### src/rtl/mac_arbiter_if.sv
// mac_arbiter_if: request, shared-pipeline and response signals of the MAC arbiter
interface mac_arbiter_if;
  logic [3:0] req_valid;
  logic [3:0] req_ready;
  logic [31:0] req_a;
  logic [31:0] req_b;
  logic [31:0] req_c;
  logic [7:0] mac_a;
  logic [7:0] mac_b;
  logic [7:0] mac_c;
  logic [15:0] mac_data;
  logic rsp_valid;
  logic rsp_ready;
  logic [1:0] rsp_id;
  logic [15:0] rsp_data;
  modport master (
    output req_valid, req_a, req_b, req_c, mac_data, rsp_ready,
    input req_ready, mac_a, mac_b, mac_c, rsp_valid, rsp_id, rsp_data
  );
  modport slave (
    input req_valid, req_a, req_b, req_c, mac_data, rsp_ready,
    output req_ready, mac_a, mac_b, mac_c, rsp_valid, rsp_id, rsp_data
  );
endinterface

### src/rtl/mac_arbiter.sv
// mac_arbiter: round-robin credit-limited arbiter in front of a shared A*B+C pipeline
module mac_arbiter (
  input logic clk,
  input logic rst_n,
  mac_arbiter_if.slave bus
);
  logic [1:0] ptr;
  logic [1:0] gnt;
  logic found;
  logic credit;
  logic accept;
  logic [3:0] sv;
  logic [1:0] sid [4];
  logic [7:0] a_d;
  logic [7:0] b_d;
  logic [15:0] fdata [4];
  logic [1:0] fid [4];
  logic [1:0] wp;
  logic [1:0] rp;
  logic [2:0] cnt;
  logic [2:0] in_flight;
  logic push;
  logic pop;
  always_comb begin
    gnt = ptr;
    found = 1'b0;
    for (int j = 0; j < 4; j++)
      if (!found && bus.req_valid[ptr + 2'(j)]) begin
        gnt = ptr + 2'(j);
        found = 1'b1;
      end
  end
  assign in_flight = 3'(sv[0]) + 3'(sv[1]) + 3'(sv[2]) + 3'(sv[3]);
  // every in-flight op owns a FIFO slot, so the pair together bounds occupancy
  assign credit = (4'(in_flight) + 4'(cnt)) < 4'd4;
  assign accept = rst_n && found && credit;
  assign bus.req_ready = accept ? 4'b1 << gnt : 4'b0;
  assign push = sv[3];
  assign pop = bus.rsp_valid && bus.rsp_ready;
  assign bus.rsp_valid = cnt != 3'd0;
  assign bus.rsp_id = fid[rp];
  assign bus.rsp_data = fdata[rp];
  always_ff @(posedge clk) begin
    if (!rst_n) begin
      ptr <= 2'd0;
      sv <= 4'd0;
      wp <= 2'd0;
      rp <= 2'd0;
      cnt <= 3'd0;
      a_d <= 8'd0;
      b_d <= 8'd0;
      bus.mac_a <= 8'd0;
      bus.mac_b <= 8'd0;
      bus.mac_c <= 8'd0;
      for (int i = 0; i < 4; i++) begin
        sid[i] <= 2'd0;
        fid[i] <= 2'd0;
        fdata[i] <= 16'd0;
      end
    end else begin
      if (accept) ptr <= gnt + 2'd1;
      sv <= {sv[2:0], accept};
      sid[0] <= gnt;
      for (int i = 1; i < 4; i++) sid[i] <= sid[i-1];
      // C leads A/B by one cycle to match the pipeline's input skew
      bus.mac_c <= accept ? bus.req_c[{gnt, 3'b0} +: 8] : 8'd0;
      a_d <= accept ? bus.req_a[{gnt, 3'b0} +: 8] : 8'd0;
      b_d <= accept ? bus.req_b[{gnt, 3'b0} +: 8] : 8'd0;
      bus.mac_a <= a_d;
      bus.mac_b <= b_d;
      if (push) begin
        fdata[wp] <= bus.mac_data;
        fid[wp] <= sid[3];
        wp <= wp + 2'd1;
      end
      if (pop) rp <= rp + 2'd1;
      cnt <= cnt + 3'(push) - 3'(pop);
    end
  end
endmodule

### src/flat_wrapper.sv
// flat-port wrapper written by rule: the top's interface ports become plain ports
module mac_arbiter_flat 
  (clk, rst_n, bus_req_valid, bus_req_a, bus_req_b, bus_req_c, bus_mac_data, bus_rsp_ready, bus_req_ready, bus_mac_a, bus_mac_b, bus_mac_c, bus_rsp_valid, bus_rsp_id, bus_rsp_data);
  mac_arbiter_if bus_i ();
  input logic clk;
  input logic rst_n;
  input wire logic [$bits(bus_i.req_valid)-1:0] bus_req_valid;
  input wire logic [$bits(bus_i.req_a)-1:0] bus_req_a;
  input wire logic [$bits(bus_i.req_b)-1:0] bus_req_b;
  input wire logic [$bits(bus_i.req_c)-1:0] bus_req_c;
  input wire logic [$bits(bus_i.mac_data)-1:0] bus_mac_data;
  input wire logic [$bits(bus_i.rsp_ready)-1:0] bus_rsp_ready;
  output wire logic [$bits(bus_i.req_ready)-1:0] bus_req_ready;
  output wire logic [$bits(bus_i.mac_a)-1:0] bus_mac_a;
  output wire logic [$bits(bus_i.mac_b)-1:0] bus_mac_b;
  output wire logic [$bits(bus_i.mac_c)-1:0] bus_mac_c;
  output wire logic [$bits(bus_i.rsp_valid)-1:0] bus_rsp_valid;
  output wire logic [$bits(bus_i.rsp_id)-1:0] bus_rsp_id;
  output wire logic [$bits(bus_i.rsp_data)-1:0] bus_rsp_data;
  assign bus_i.req_valid = bus_req_valid;
  assign bus_i.req_a = bus_req_a;
  assign bus_i.req_b = bus_req_b;
  assign bus_i.req_c = bus_req_c;
  assign bus_i.mac_data = bus_mac_data;
  assign bus_i.rsp_ready = bus_rsp_ready;
  assign bus_req_ready = bus_i.req_ready;
  assign bus_mac_a = bus_i.mac_a;
  assign bus_mac_b = bus_i.mac_b;
  assign bus_mac_c = bus_i.mac_c;
  assign bus_rsp_valid = bus_i.rsp_valid;
  assign bus_rsp_id = bus_i.rsp_id;
  assign bus_rsp_data = bus_i.rsp_data;
  mac_arbiter u_core (.clk(clk), .rst_n(rst_n), .bus(bus_i));
endmodule
### config.mk
export PLATFORM = sky130hd
export DESIGN_NAME = mac_arbiter_flat
export DESIGN_NICKNAME = d
export VERILOG_FILES = /design/src/rtl/mac_arbiter_if.sv /design/src/rtl/mac_arbiter.sv /design/src/flat_wrapper.sv
export SDC_FILE = /design/constraint.sdc
export NUM_CORES = 1
export LEC_CHECK = 0
export CORE_ASPECT_RATIO = 0.9
export CORE_MARGIN = 2
export CORE_UTILIZATION = 53
export CTS_BUF_LIST = sky130_fd_sc_hd__clkbuf_4 sky130_fd_sc_hd__clkbuf_8
export CTS_CLUSTER_SIZE = 12
export DETAILED_ROUTE_END_ITERATION = 10
export GPL_TIMING_DRIVEN = 0
export MAX_ROUTING_LAYER = met4
export PLACE_DENSITY_LB_ADDON = 0.08
export RECOVER_POWER = 50
export SLEW_MARGIN = 20
export SYNTH_ARGS = -nofsm -noshare
export SYNTH_HDL_FRONTEND = slang
export SYNTH_SLANG_ARGS = --single-unit
export TNS_END_PERCENT = 5
### constraint.sdc
create_clock -name clk -period 9.3 [get_ports clk]
set_input_delay 2.79 -clock clk [delete_from_list [all_inputs] [get_ports clk]]
set_output_delay 2.79 -clock clk [all_outputs]
set_load 0.005 [all_outputs]
==> results of run 1 <==
placed cells by master (no fill, tap or decap), types with 2 or more instances in the layout:
cell type        Yosys  layout
and3_1              18      18
xor2_1               3       3
and2_0               0      41
clkdlybuf4s50_1      0     138
a21oi_1              1       2
edfxtp_1            72      72
clkinv_1             0       2
and2b_1              2       2
nor2_1               2       2
buf_12               3       3
and2_1              94      53
fa_1                 2       2
o21ai_0              4       4
clkinv_4             0       5
inv_1               10      10
mux4_2              18      18
clkbuf_8             0      17
nor2b_1              2       2
o22ai_1             14      14
dfxtp_1             63      63
bufinv_16            0       2
xnor2_1              3       3
nand2b_1             2       2
nor3_1               2       2
o22ai_2             10      10
inv_6                0       2
ha_1                10      10
clkbuf_1            13      14
nor3b_1              2       2
mux2i_1             49      49
nand2_1              7       8
dlygate4sd3_1        0      27
clkinvlp_4           0       3
buf_2                5       5
worst max-delay path, cell delays in order:
cell and delay, ns:
clkdlybuf4s50_1 0.56, and3b_1 0.20, or4_4 0.47, nand2_1 0.43, buf_6 0.25, inv_1 0.08
ha_1 0.19, and2_1 0.14, clkdlybuf4s50_1 0.44
synthesized netlist by cell type (2+ instances only):
cell type,n
nand2_1,7
o22ai_2,10
edfxtp_1,72
nor3_1,2
inv_1,10
nand2b_1,2
and3_1,18
clkbuf_1,13
nor2b_1,2
mux2i_1,49
ha_1,10
nor3b_1,2
dfxtp_1,63
xnor2_1,3
buf_12,3
o21ai_0,4
and2b_1,2
xor2_1,3
and2_1,94
fa_1,2
o22ai_1,14
nor2_1,2
buf_2,5
mux4_2,18
metal layers:
metal | track usage (%) | share of wire [%]
met3 | 5.30 | 5.1
met2 | 39.4 | 53
met5 | - | 0
met4 | 10.1 | 2.7
met1 | 25.2 | 40
final cells by class:
| cell class | count | share of cell area [%] |
|---|---|---|
| Clock buffer | 18 | 2.99 |
| Clock inverter | 14 | 1.88 |
| Sequential cell | 135 | 42.4 |
| Buffer | 24 | 2.03 |
| Multi-Input combinational cell | 255 | 27.6 |
| Timing Repair Buffer | 166 | 20.5 |
| Tap cell | 133 | 2.06 |
| Inverter | 10 | 0.465 |
sequential cells by signal, indices dropped and copies added, names as in the netlist, named ones only:
signal	cells
u_core.sv	4
u_core.bus.mac_b	8
u_core.wp	2
u_core.b_d	8
u_core.fid	8
u_core.bus.mac_c	8
u_core.bus.mac_a	8
u_core.rp	2
u_core.sid	8
u_core.ptr	2
u_core.fdata	64
u_core.cnt	3
u_core.a_d	8
metrics by stage:
step	hold slack, ns	util, %	power, mW	setup slack (ns)	area, µm²
detailed placement	0.418	71.3	1.23	1.24	7700
global placement	0.414	71.1	1.22	1.32	7690
floorplan	0.412	-	1.01	2.39	5870
global route	0.438	74.6	1.75	0.885	8070
finish	0.427	74.6	1.68	0.944	8070
CTS	0.427	74.9	1.70	1.23	8100
cell families after synthesis:
kind of cell | Yosys count | synth area share [%]
simple gates | 137 | 14.6
flops | 135 | 58.3
mux | 67 | 15.3
buf+inv | 34 | 3.43
compound gates | 33 | 4.71
fa+ha+maj | 12 | 2.81
xor+xnor | 6 | 0.895
worst min path at each step:
stage                          end  slack [ns]  cells after the start
2_1_floorplan  u_core.bus.mac_a[0]        0.41                      1
3_3_place_gp      u_core.sid[1][1]        0.41                      1
3_5_place_dp   u_core.bus.mac_b[2]        0.42                      1
4_1_cts           u_core.sid[3][0]        0.43                      1
5_1_grt           u_core.sid[3][0]        0.44                      1
6_report          u_core.sid[3][0]        0.43                      1
power by group:
group	internal, mW	switching (mW)	total (mW)
registers	0.697	0.0226	0.719
logic	0.281	0.202	0.483
clock network	0.243	0.232	0.474
==> flow_metrics.py, run 1 <==
metrics = {
    "synthesis": {
        "netlist.area_leader.share_pct": 36.8,
        "ys_ff_latch": 135,
        "ys_types": 38,
        "avgSynthCellArea_um2": 13.8,
        "synth-warning-count": 0,
        "synth_area_mm2": 0.00587,
        "synth_ff_type": "edfxtp_1",
        "syn_inst": 424,
        "synth_top_area_cell": "edfxtp_1",
        "syn-num-nets": 555,
        "yosysSeqAreaShare_pct": 58.3,
        "synth-edff-count": 72,
        "async_flop_share_pct": 0,
        "synthTopCellsByArea": "edfxtp_1, dfxtp_1, and2_1",
    },
    "setup_path": {
        "crit_start": "bus_req_valid[3]",
        "rr_endpoint": "u_core.b_d[0]",
        "r2r_cells": 12,
        "critPathLaunchType": "input pin",
        "endpoint": "bus_req_ready[0]",
        "cp.arrival_ns": 5.57,
        "crit_path_end_kind": "output port",
        "r2r_start": "u_core.sv[3]",
        "crit_type": "input pin to output port",
        "worst_ep_required_time_ns": 6.51,
        "r2r_slack_ns": 5.60,
        "path_max_fanout": 11,
    },
    "cts": {
        "max-clock-path-buffers": 2,
        "clkTransAtPathRegs_ns": 0.07,
        "cts_sinks": 135,
        "hold_buffers": 0,
        "htree_levels": 4,
        "cts_tree": "done",
        "clk_latency_ns": 0.44,
        "post_cts_resized": 0,
        "cts_made_buffers": 17,
        "cts_post_setup_buffers_inserted": 0,
        "root_buffer": "clkbuf_8",
    },
    "route": {
        "wire_per_inst_um": 17.2,
        "drc": 0,
        "dr.first_iter.drc_count": 187,
        "viasPerCell": 5.23,
        "vias": 3951,
        "postRouteAntennaNets": 0,
        "drt-total-wl_mm": 13.0,
        "first_pass_iters": 4,
    },
    "floorplan": {
        "dieArea_mm2": 0.0119,
        "fp.dieH_um": 104,
        "rows": 36,
        "start_util_pct": 54.3,
        "core_area_mm2": 0.0108,
        "num_io_pins": 166,
        "die_w_um": 115,
    },
    "sta": {
        "finalCritPeriodShare_pct": 89.8,
        "finalSetupTns_ns": 0,
        "maxSlewHeadroom_pct": 2.12,
        "final-hold-violation-count": 0,
        "grt_setup_unrepaired": "false",
        "skew_ns": 0.0144,
        "layout_min_cycle_time_ns": 8.36,
        "fmaxAchievable_mhz": 120,
        "slew_viol_final": 0,
        "finalSetupViolCount": 0,
        "worst_pin_slew_ns": 1.45,
    },
    "placed_design": {
        "dp_hpwl_mm": 9.36,
        "placed_cells": 723,
        "place_congestion": 0.752,
        "io_buffers": 165,
    },
    "pwr": {
        "peakVddDrop_uv": 102,
        "cellPowerDensity_mw_per_mm2": 208,
        "leakagePower_nw": 3.17,
    },
    "global_routing": {
        "grt_usage_pct": 22.9,
        "antenna_found_initial": 0,
        "grt_max_degree": 19,
        "grt_pass1_wl_mm": 20.1,
        "first_global_vias": 4066,
        "overflow": 0,
    },
    "final_layout": {
        "drive_gt1_share_pct": 11.1,
        "layout.cells.non_filler": 755,
        "insertedDiodeCount": 0,
        "area_delta_synth_final_pct": 37.4,
        "multi_input_comb_area_mm2": 0.00223,
        "nets": 740,
        "fillers": 722,
        "seqCellArea_mm2": 0.00342,
    },
    "run_status": {
        "status": "completed",
    },
    "hold_path": {
        "hold_path_class": "register to register",
        "hold_start": "u_core.sid[2][0]",
    },
    "flow_run": {
        "cap_violations": 0,
    },
}
(Power assumes the default switching activity.)
==> run 2: changes to the inputs <==
- CORE_UTILIZATION: 53 -> 45
- clock period: 9.3 -> 7.3 ns (I/O delays scaled with it)
==> run 2 against run 1 <==
  * Utilization is 11 points lower
  * Worst hold slack hardly changed
  * Critical path type unchanged
  * Clock skew is 0.0034 ns lower
  * Sequential power is 28% higher
  * Cell count is 4.1% higher
  * Count of clock-buffer cells in the layout is 9 higher
  * Critical endpoint unchanged
  * Combinational power is 28% higher
  * Highest routed layer unchanged
  * Critical path depth stayed put
  * The run now ends with capacitance limit, slew limit left
  * Register-to-register slack worse by 2.0 ns
  * Sequential cell count stayed put
  * Via count is 1.4% lower
==> flow_metrics.py, run 2 (synthesis gave the netlist of run 1 again) <==
metrics = {
    "run_status": {
        "status": "finished with violations",
        "violations": "capacitance limit, slew limit",
    },
    "route": {
        "viasPerCell": 4.96,
        "drc": 0,
        "drt-total-wl_mm": 13.2,
        "wire_per_inst_um": 16.8,
        "postRouteAntennaNets": 0,
        "dr.first_iter.drc_count": 226,
        "first_pass_iters": 4,
        "vias": 3896,
    },
    "setup_path": {
        "crit_path_end_kind": "output port",
        "path_cells": "clkdlybuf4s50_1 -> and3b_1 -> or4_4 -> nand2_4 -> buf_6 -> inv_1 -> ha_1 -> and2_1 -> clkdlybuf4s50_1",
        "r2r_cells": 12,
        "crit_slowest_cell": "clkdlybuf4s50_1",
        "cpPeakStageDelay_ns": 0.58,
        "rr_endpoint": "u_core.bus.mac_c[7]",
        "r2r_slack_ns": 3.56,
        "critPathLaunchType": "input pin",
        "path_max_fanout": 11,
        "cpMostUsedCell": "clkdlybuf4s50_1",
        "worst_ep_required_time_ns": 5.11,
        "r2r_start": "u_core.sv[3]",
        "crit_type": "input pin to output port",
        "cp.arrival_ns": 4.67,
    },
    "cts": {
        "cts_post_setup_buffers_inserted": 0,
        "clk_latency_ns": 0.44,
        "cts_made_buffers": 17,
        "cts_sinks": 135,
        "post_cts_resized": 0,
        "clkTransAtPathRegs_ns": 0.07,
        "root_buffer": "clkbuf_8",
        "hold_buffers": 0,
        "htree_levels": 4,
        "max-clock-path-buffers": 2,
        "cts_tree": "done",
    },
    "final_layout": {
        "insertedDiodeCount": 0,
        "layout_common_cells": "clkdlybuf4s50_1, edfxtp_1, dfxtp_1, and2_1, mux2i_1",
        "area_delta_synth_final_pct": 38.4,
        "nets": 740,
        "layout.cells.non_filler": 786,
        "top_register": "u_core.fdata",
        "final_common_cell": "clkdlybuf4s50_1",
        "largest_reg_flops": 64,
        "drive_gt1_share_pct": 11.7,
    },
    "sta": {
        "fmaxAchievable_mhz": 146,
        "whs_ns": 0.427,
        "final-hold-violation-count": 0,
        "worst_pin_slew_ns": 1.53,
        "layout_min_cycle_time_ns": 6.86,
        "grt_setup_unrepaired": "false",
        "slew_viol_final": 10,
        "finalSetupViolCount": 0,
        "finalCritPeriodShare_pct": 93.9,
        "skew_ns": 0.0110,
        "finalSetupTns_ns": 0,
        "maxSlewHeadroom_pct": -3.34,
    },
    "global_routing": {
        "overflow": 0,
        "antenna_found_initial": 0,
        "grt_usage_pct": 20.3,
        "first_global_vias": 4311,
        "grt_pass1_wl_mm": 21.1,
        "grt_max_degree": 19,
    },
    "floorplan": {
        "dieArea_mm2": 0.0140,
        "fp.dieH_um": 112,
        "core_area_mm2": 0.0127,
        "num_io_pins": 166,
        "rows": 39,
        "start_util_pct": 46.1,
        "die_w_um": 124,
    },
    "placed_design": {
        "dp_hpwl_mm": 9.68,
        "placed_cells": 754,
        "place_congestion": 0.750,
        "io_buffers": 165,
    },
    "pwr": {
        "leakagePower_nw": 3.20,
        "peakVddDrop_uv": 131,
        "cellPowerDensity_mw_per_mm2": 264,
    },
    "hold_path": {
        "hold_depth": 1,
        "hold_start": "u_core.sid[0][0]",
        "hold_path_class": "register to register",
        "hold_path_end": "u_core.sid[1][0]",
    },
    "flow_run": {
        "cap_violations": 1,
    },
}
==> run 2: cell type report <==
cell class	instances	area, µm²
Fill cell	991	4610
Sequential cell	135	3420
Multi-Input combinational cell	255	2240
Timing Repair Buffer	166	1660
Clock buffer	27	328
Tap cell	164	205
Buffer	24	164
Clock inverter	5	75.1
Inverter	10	37.5
==> run 2: where the power goes <==
group          switching (mW)  leakage, nW  total, mW  internal, mW
logic                   0.257         1.73      0.616         0.359
clock network           0.260        0.216      0.616         0.356
registers              0.0283         1.26      0.917         0.888
total                   0.546         3.20       2.15          1.60
==> run 2: worst max-delay path, delay by kind of cell <==
kind	cells	cell delay (ns)
simple gates	4	1.00
fa+ha+maj	1	0.17
buf+inv	4	1.30
==> run 2: worst max path at each step <==
stage | start | endpoint | slack (ns) | cells past startpoint
2_1_floorplan | bus_req_valid[0] | bus_req_ready[1] | 1.59 | 7
5_1_grt | rst_n | bus_req_ready[0] | 0.31 | 6
3_5_place_dp | bus_req_valid[3] | bus_req_ready[1] | 0.44 | 9
4_1_cts | bus_req_valid[3] | bus_req_ready[0] | 0.44 | 9
3_3_place_gp | bus_req_valid[3] | bus_req_ready[1] | 0.49 | 9
6_report | bus_req_valid[3] | bus_req_ready[0] | 0.44 | 9
==> run 2: layer usage <==
metal  vias to the layer above  routed length (µm)  part of all wire [%]  global-route usage [%]
met5                         -                   0                     0                       -
met4                         0                 208                   1.6                    8.91
met3                        13                 967                   7.3                    6.48
met2                       149                6940                    52                    35.3
met1                      1833                5100                    39                    21.3
li1                       1901                   -                     -                       -
==> run 2: stage by stage <==
stage	area, µm²	util (%)	power [mW]	setup slack [ns]
after global routing	8130	63.8	2.26	0.315
after CTS	8150	64.0	2.19	0.437
after global placement	7730	60.7	1.56	0.494
final	8130	63.8	2.15	0.443
after detailed placement	7750	60.8	1.57	0.442
after floorplan	5870	-	1.29	1.59
==> run 3: changes to the inputs <==
- RECOVER_POWER: 50 -> unset
- SKIP_CTS_REPAIR_TIMING: unset -> 1
==> run 3 against run 2 <==
  * The flow now finishes without violations
  * Non-clock buffer count unchanged
  * Critical path depth unchanged
  * Via count up 0.62%
  * Worst hold slack about the same
  * Sequential cell count unchanged
  * Sequential share of layout area down 0.16 points
  * Fmax about the same
  * Count of clock-buffer cells in the layout unchanged
  * Global-route usage unchanged
==> flow_metrics.py, run 3 (synthesis gave the netlist of run 1 again) <==
metrics = {
    "floorplan": {
        "start_util_pct": 46.1,
        "num_io_pins": 166,
        "die_w_um": 124,
        "fp.dieH_um": 112,
        "dieArea_mm2": 0.0140,
        "rows": 39,
        "core_area_mm2": 0.0127,
    },
    "route": {
        "drt-total-wl_mm": 13.2,
        "dr.max_layer_used": "met4",
        "m1WireLength_mm": 5.06,
        "vias": 3920,
        "dr_wl_met2_mm": 6.89,
        "wire_per_inst_um": 16.8,
        "dr.first_iter.drc_count": 196,
        "drc": 0,
        "postRouteAntennaNets": 0,
        "viasPerCell": 4.99,
        "first_pass_iters": 4,
        "wl_met3_mm": 1.01,
    },
    "sta": {
        "layout_min_cycle_time_ns": 6.85,
        "finalCritPeriodShare_pct": 93.9,
        "finalSetupTns_ns": 0,
        "finalSetupViolCount": 0,
        "skew_ns": 0.0105,
        "maxSlewHeadroom_pct": 28.9,
        "slew_viol_final": 0,
        "fin_ws_ns": 0.447,
        "worst_pin_slew_ns": 1.06,
        "final-hold-violation-count": 0,
        "fmaxAchievable_mhz": 146,
        "grt_setup_unrepaired": "false",
    },
    "setup_path": {
        "worst_ep_required_time_ns": 5.11,
        "crit_slowest_cell": "clkdlybuf4s50_1",
        "path_cells": "clkdlybuf4s50_1 -> and3b_1 -> or4_4 -> nand2_4 -> buf_6 -> inv_1 -> ha_1 -> and2_1 -> clkdlybuf4s50_1",
        "crit_path_end_kind": "output port",
        "crit_start": "bus_req_valid[3]",
        "critPathLaunchType": "input pin",
        "cpMostUsedCell": "clkdlybuf4s50_1",
        "cp.arrival_ns": 4.66,
        "crit_type": "input pin to output port",
        "cpPeakStageDelay_ns": 0.58,
        "path_max_fanout": 11,
        "r2r_start": "u_core.sv[3]",
    },
    "cts": {
        "htree_levels": 4,
        "clkTransAtPathRegs_ns": 0.07,
        "clk_latency_ns": 0.43,
        "max-clock-path-buffers": 2,
        "root_buffer": "clkbuf_8",
        "cts_tree": "done",
        "cts_made_buffers": 17,
        "cts_sinks": 135,
    },
    "placed_design": {
        "dp_hpwl_mm": 9.68,
        "placed_cells": 754,
        "pre_cts_ws_ns": 0.442,
        "place_congestion": 0.750,
        "io_buffers": 165,
    },
    "final_layout": {
        "drive_gt1_share_pct": 12.7,
        "utilization_pct": 64.0,
        "layout.cells.non_filler": 786,
        "nets": 740,
        "layout_common_cells": "clkdlybuf4s50_1, and2_1, edfxtp_1, dfxtp_1, mux2i_1",
        "final_common_cell": "clkdlybuf4s50_1",
        "area_delta_synth_final_pct": 38.9,
        "top_register": "u_core.fdata",
        "insertedDiodeCount": 0,
        "fillers": 988,
        "largest_reg_flops": 64,
        "multi_input_comb_area_mm2": 0.00226,
        "seqCellArea_mm2": 0.00342,
    },
    "pwr": {
        "leakagePower_nw": 3.18,
        "peakVddDrop_uv": 130,
        "p_int_mw": 1.62,
        "cellPowerDensity_mw_per_mm2": 265,
        "combPwrFrac_pct": 29.1,
        "swShare_pct": 25.2,
        "p_sw_mw": 0.545,
        "clkPwrFrac_pct": 28.4,
        "sequentialPowerShare_pct": 42.4,
    },
    "global_routing": {
        "antenna_found_initial": 0,
        "first_global_vias": 4311,
        "grt_pass1_wl_mm": 21.1,
        "grt_max_degree": 19,
        "overflow": 0,
        "grt_usage_pct": 20.3,
    },
    "run_status": {
        "status": "completed",
    },
    "hold_path": {
        "hold_start": "u_core.sid[0][0]",
        "hold_path_class": "register to register",
    },
    "flow_run": {
        "cap_violations": 0,
    },
}
==> run 3: layout make-up <==
cell class / count / area share, %
Tap cell: 164 / 2.52
Buffer: 24 / 2.01
Inverter: 10 / 0.460
Timing Repair Buffer: 166 / 20.4
Clock inverter: 5 / 0.920
Sequential cell: 135 / 42.0
Multi-Input combinational cell: 255 / 27.7
Clock buffer: 27 / 4.02
==> run 3: stage by stage <==
| stage | hold WS [ns] | total power [mW] | area, µm² |
|---|---|---|---|
| after floorplan | 0.412 | 1.29 | 5870 |
| after CTS | 0.432 | 2.19 | 8150 |
| after detailed placement | 0.419 | 1.57 | 7750 |
| final | 0.427 | 2.16 | 8160 |
| after global routing | 0.447 | 2.27 | 8160 |
| after global placement | 0.414 | 1.56 | 7730 |
==> run 3: routing by layer <==
metal / up-vias / global-route usage (%)
li1: 1905 / -
met2: 159 / 35.3
met3: 13 / 6.48
met1: 1843 / 21.3
met5: - / -
met4: 0 / 8.91
==> run 3: final timing paths <==
path	cells past startpoint	slack [ns]	end
max	9	0.45	bus_req_ready[0]
min	1	0.43	u_core.sid[1][0]
max reg2reg	12	3.91	u_core.bus.mac_c[7]
min reg2reg	1	0.43	u_core.sid[1][0]
==> run 3: critical path, delay by kind of cell <==
| kind | cells | cell delay, ns |
|---|---|---|
| buf+inv | 4 | 1.30 |
| fa+ha+maj | 1 | 0.17 |
| simple gates | 4 | 1.00 |
==> run 3: power groups by stage <==
| stage | Combinational [mW] | Clock [mW] | Sequential, mW |
|---|---|---|---|
| finish | 0.630 | 0.615 | 0.918 |
| global route | 0.687 | 0.659 | 0.927 |
| CTS | 0.642 | 0.627 | 0.919 |
| detailed placement | 0.637 | 0 | 0.935 |
| global placement | 0.630 | 0 | 0.932 |
| floorplan | 0.357 | 0 | 0.930 |
==> RTL edit, RTL diff (settings of run 2) <==
Reset style: asynchronous (`rst_n`), changed in one clocked block.
--- a/src/rtl/mac_arbiter.sv
+++ b/src/rtl/mac_arbiter.sv
@@ -41,5 +41,5 @@
   assign bus.rsp_id = fid[rp];
   assign bus.rsp_data = fdata[rp];
-  always_ff @(posedge clk) begin
+  always_ff @(posedge clk or negedge rst_n) begin
     if (!rst_n) begin
       ptr <= 2'd0;
Behaviour: differs if rst_n is asserted again (counterexample within 4 cycles, from zero or initial values and one cycle with rst_n low); with rst_n held inactive, the same outputs for 10 cycles.
==> RTL edit against run 2 <==
  * The run still ends with capacitance limit, slew limit left
  * Design area up 0.40%
  * Sequential cell count fell by 2
  * Non-clock buffer count is 6 lower
  * Register-to-register slack improved by 0.82 ns
  * Synthesized area fell by 0.30%
  * First-iteration DRC count is 38% lower
  * Worst setup slack improved by 0.26 ns
  * Wire length down 1.8%
  * Critical path type unchanged
  * Critical endpoint unchanged
  * Largest cell class unchanged
Power is not compared: it rests on default switching activity, and its combinational part moved more than twofold at a synthesized area within 25%.
==> RTL edit: results (changes against run 2) <==
* Status: finished, violations left (unchanged)
* Failing checks: capacitance limit, slew limit (unchanged)
* Layout cells sized above 1 at 0.251 (was 0.117)
* Routed wl met2 at 6800 um (was 6940 um)
* Dpl ws at 0.714 ns (was 0.442 ns)
* RR Endpoint: u_core.bus.mac_c[4]$_DFF_PN0_ (was u_core.bus.mac_c[7]$_SDFF_PN0_)
* Routed via count at 3,824 (was 3,896)
* Crit-path max FO at 12 (was 11)
* Routed length per instance at 17.5 um (was 16.8 um)
* R2r setup slk at 4.38 ns (was 3.56 ns)
* Dpl cells at 710 (was 754)
* Mapped Nets at 515 (was 555)
* EDFF count, synth at 0 (was 72)
* Main synth FF type: dfrtp_1 (was edfxtp_1)
* Count of non-filler cells in the finished layout at 742 (was 786)
* Final max-slew violation count at 106 (was 10)
* Hold worst-path end: u_core.bus.mac_b[7]$_DFF_PN0_ (was u_core.sid[1][0]$_SDFF_PN0_)
* WHS Path Cells at 0 (was 1)
* Worst Skew at 0.0127 ns (was 0.0110 ns)
* Largest net degree at the start of global routing at 106 (was 19)
* Post-synthesis sequential area ratio at 0.568 (was 0.583)
* Met3 wire len at 817 um (was 967 um)
* GRT Total Usage at 0.204 (was 0.203)
* Nets@finish at 700 (was 740)
* Hold Startpoint: u_core.b_d[7]$_DFF_PN0_ (was u_core.sid[0][0]$_SDFF_PN0_)
* MaxCap Viol Count at 1 (unchanged)
* Vias in the first global route at 4,280 (was 4,311)
* Reg2reg start: u_core.sv[3]$_DFF_PN0_ (was u_core.sv[3]$_SDFF_PN0_)
## RTL edit: metal layers
layer | GRT usage | up-vias
met4 | 0.0727 | 0
met1 | 0.225 | 1913
met3 | 0.0724 | 22
met5 | - | -
met2 | 0.344 | 130
li1 | - | 1759
## RTL edit: worst max-delay path, delay by kind of cell
family                     cells  cell delay (ns)
buffers and inverters          4             1.31
and+or+nand+nor                4             0.75
adders and majority gates      1             0.14
## RTL edit: final cells by class
type                            instances  area, um^2
Clock inverter                          7         118
Clock buffer                           25         325
Fill cell                            1007        4530
Tap cell                              164         205
Multi-Input combinational cell        218        2350
Inverter                               11        41.3
Sequential cell                       133        3330
Buffer                                 18         126
Timing Repair Buffer                  166        1660
## RTL edit: worst max path at each step
stage                       end  cells after the start              from  slack (ns)
2_1_floorplan  bus_req_ready[1]                      7  bus_req_valid[2]        1.88
3_3_place_gp   bus_req_ready[0]                      6             rst_n       -3.75
3_5_place_dp   bus_req_ready[0]                      9  bus_req_valid[3]        0.71
4_1_cts        bus_req_ready[0]                      9  bus_req_valid[3]        0.70
5_1_grt        bus_req_ready[0]                      9  bus_req_valid[3]        0.59
6_report       bus_req_ready[0]                      9  bus_req_valid[3]        0.70
## RTL edit: power breakdown
group,internal (uW),total [uW],switching [uW]
clock network,395,663,269
logic,856,1380,529
registers,1080,1230,147
## RTL edit: logic make-up (layout without fill, tap and decap cells)
group / Yosys count / after routing / synth area share
AO/OA/AOI/OAI: 31 / 31 / 0.0338
XOR/XNOR: 5 / 5 / 0.00748
AND/OR/NAND/NOR: 27 / 27 / 0.0321
flip-flops: 133 / 133 / 0.568
buffers and inverters: 29 / 227 / 0.0297
multiplexers: 139 / 139 / 0.292
adder cells (fa/ha/maj): 16 / 16 / 0.0368
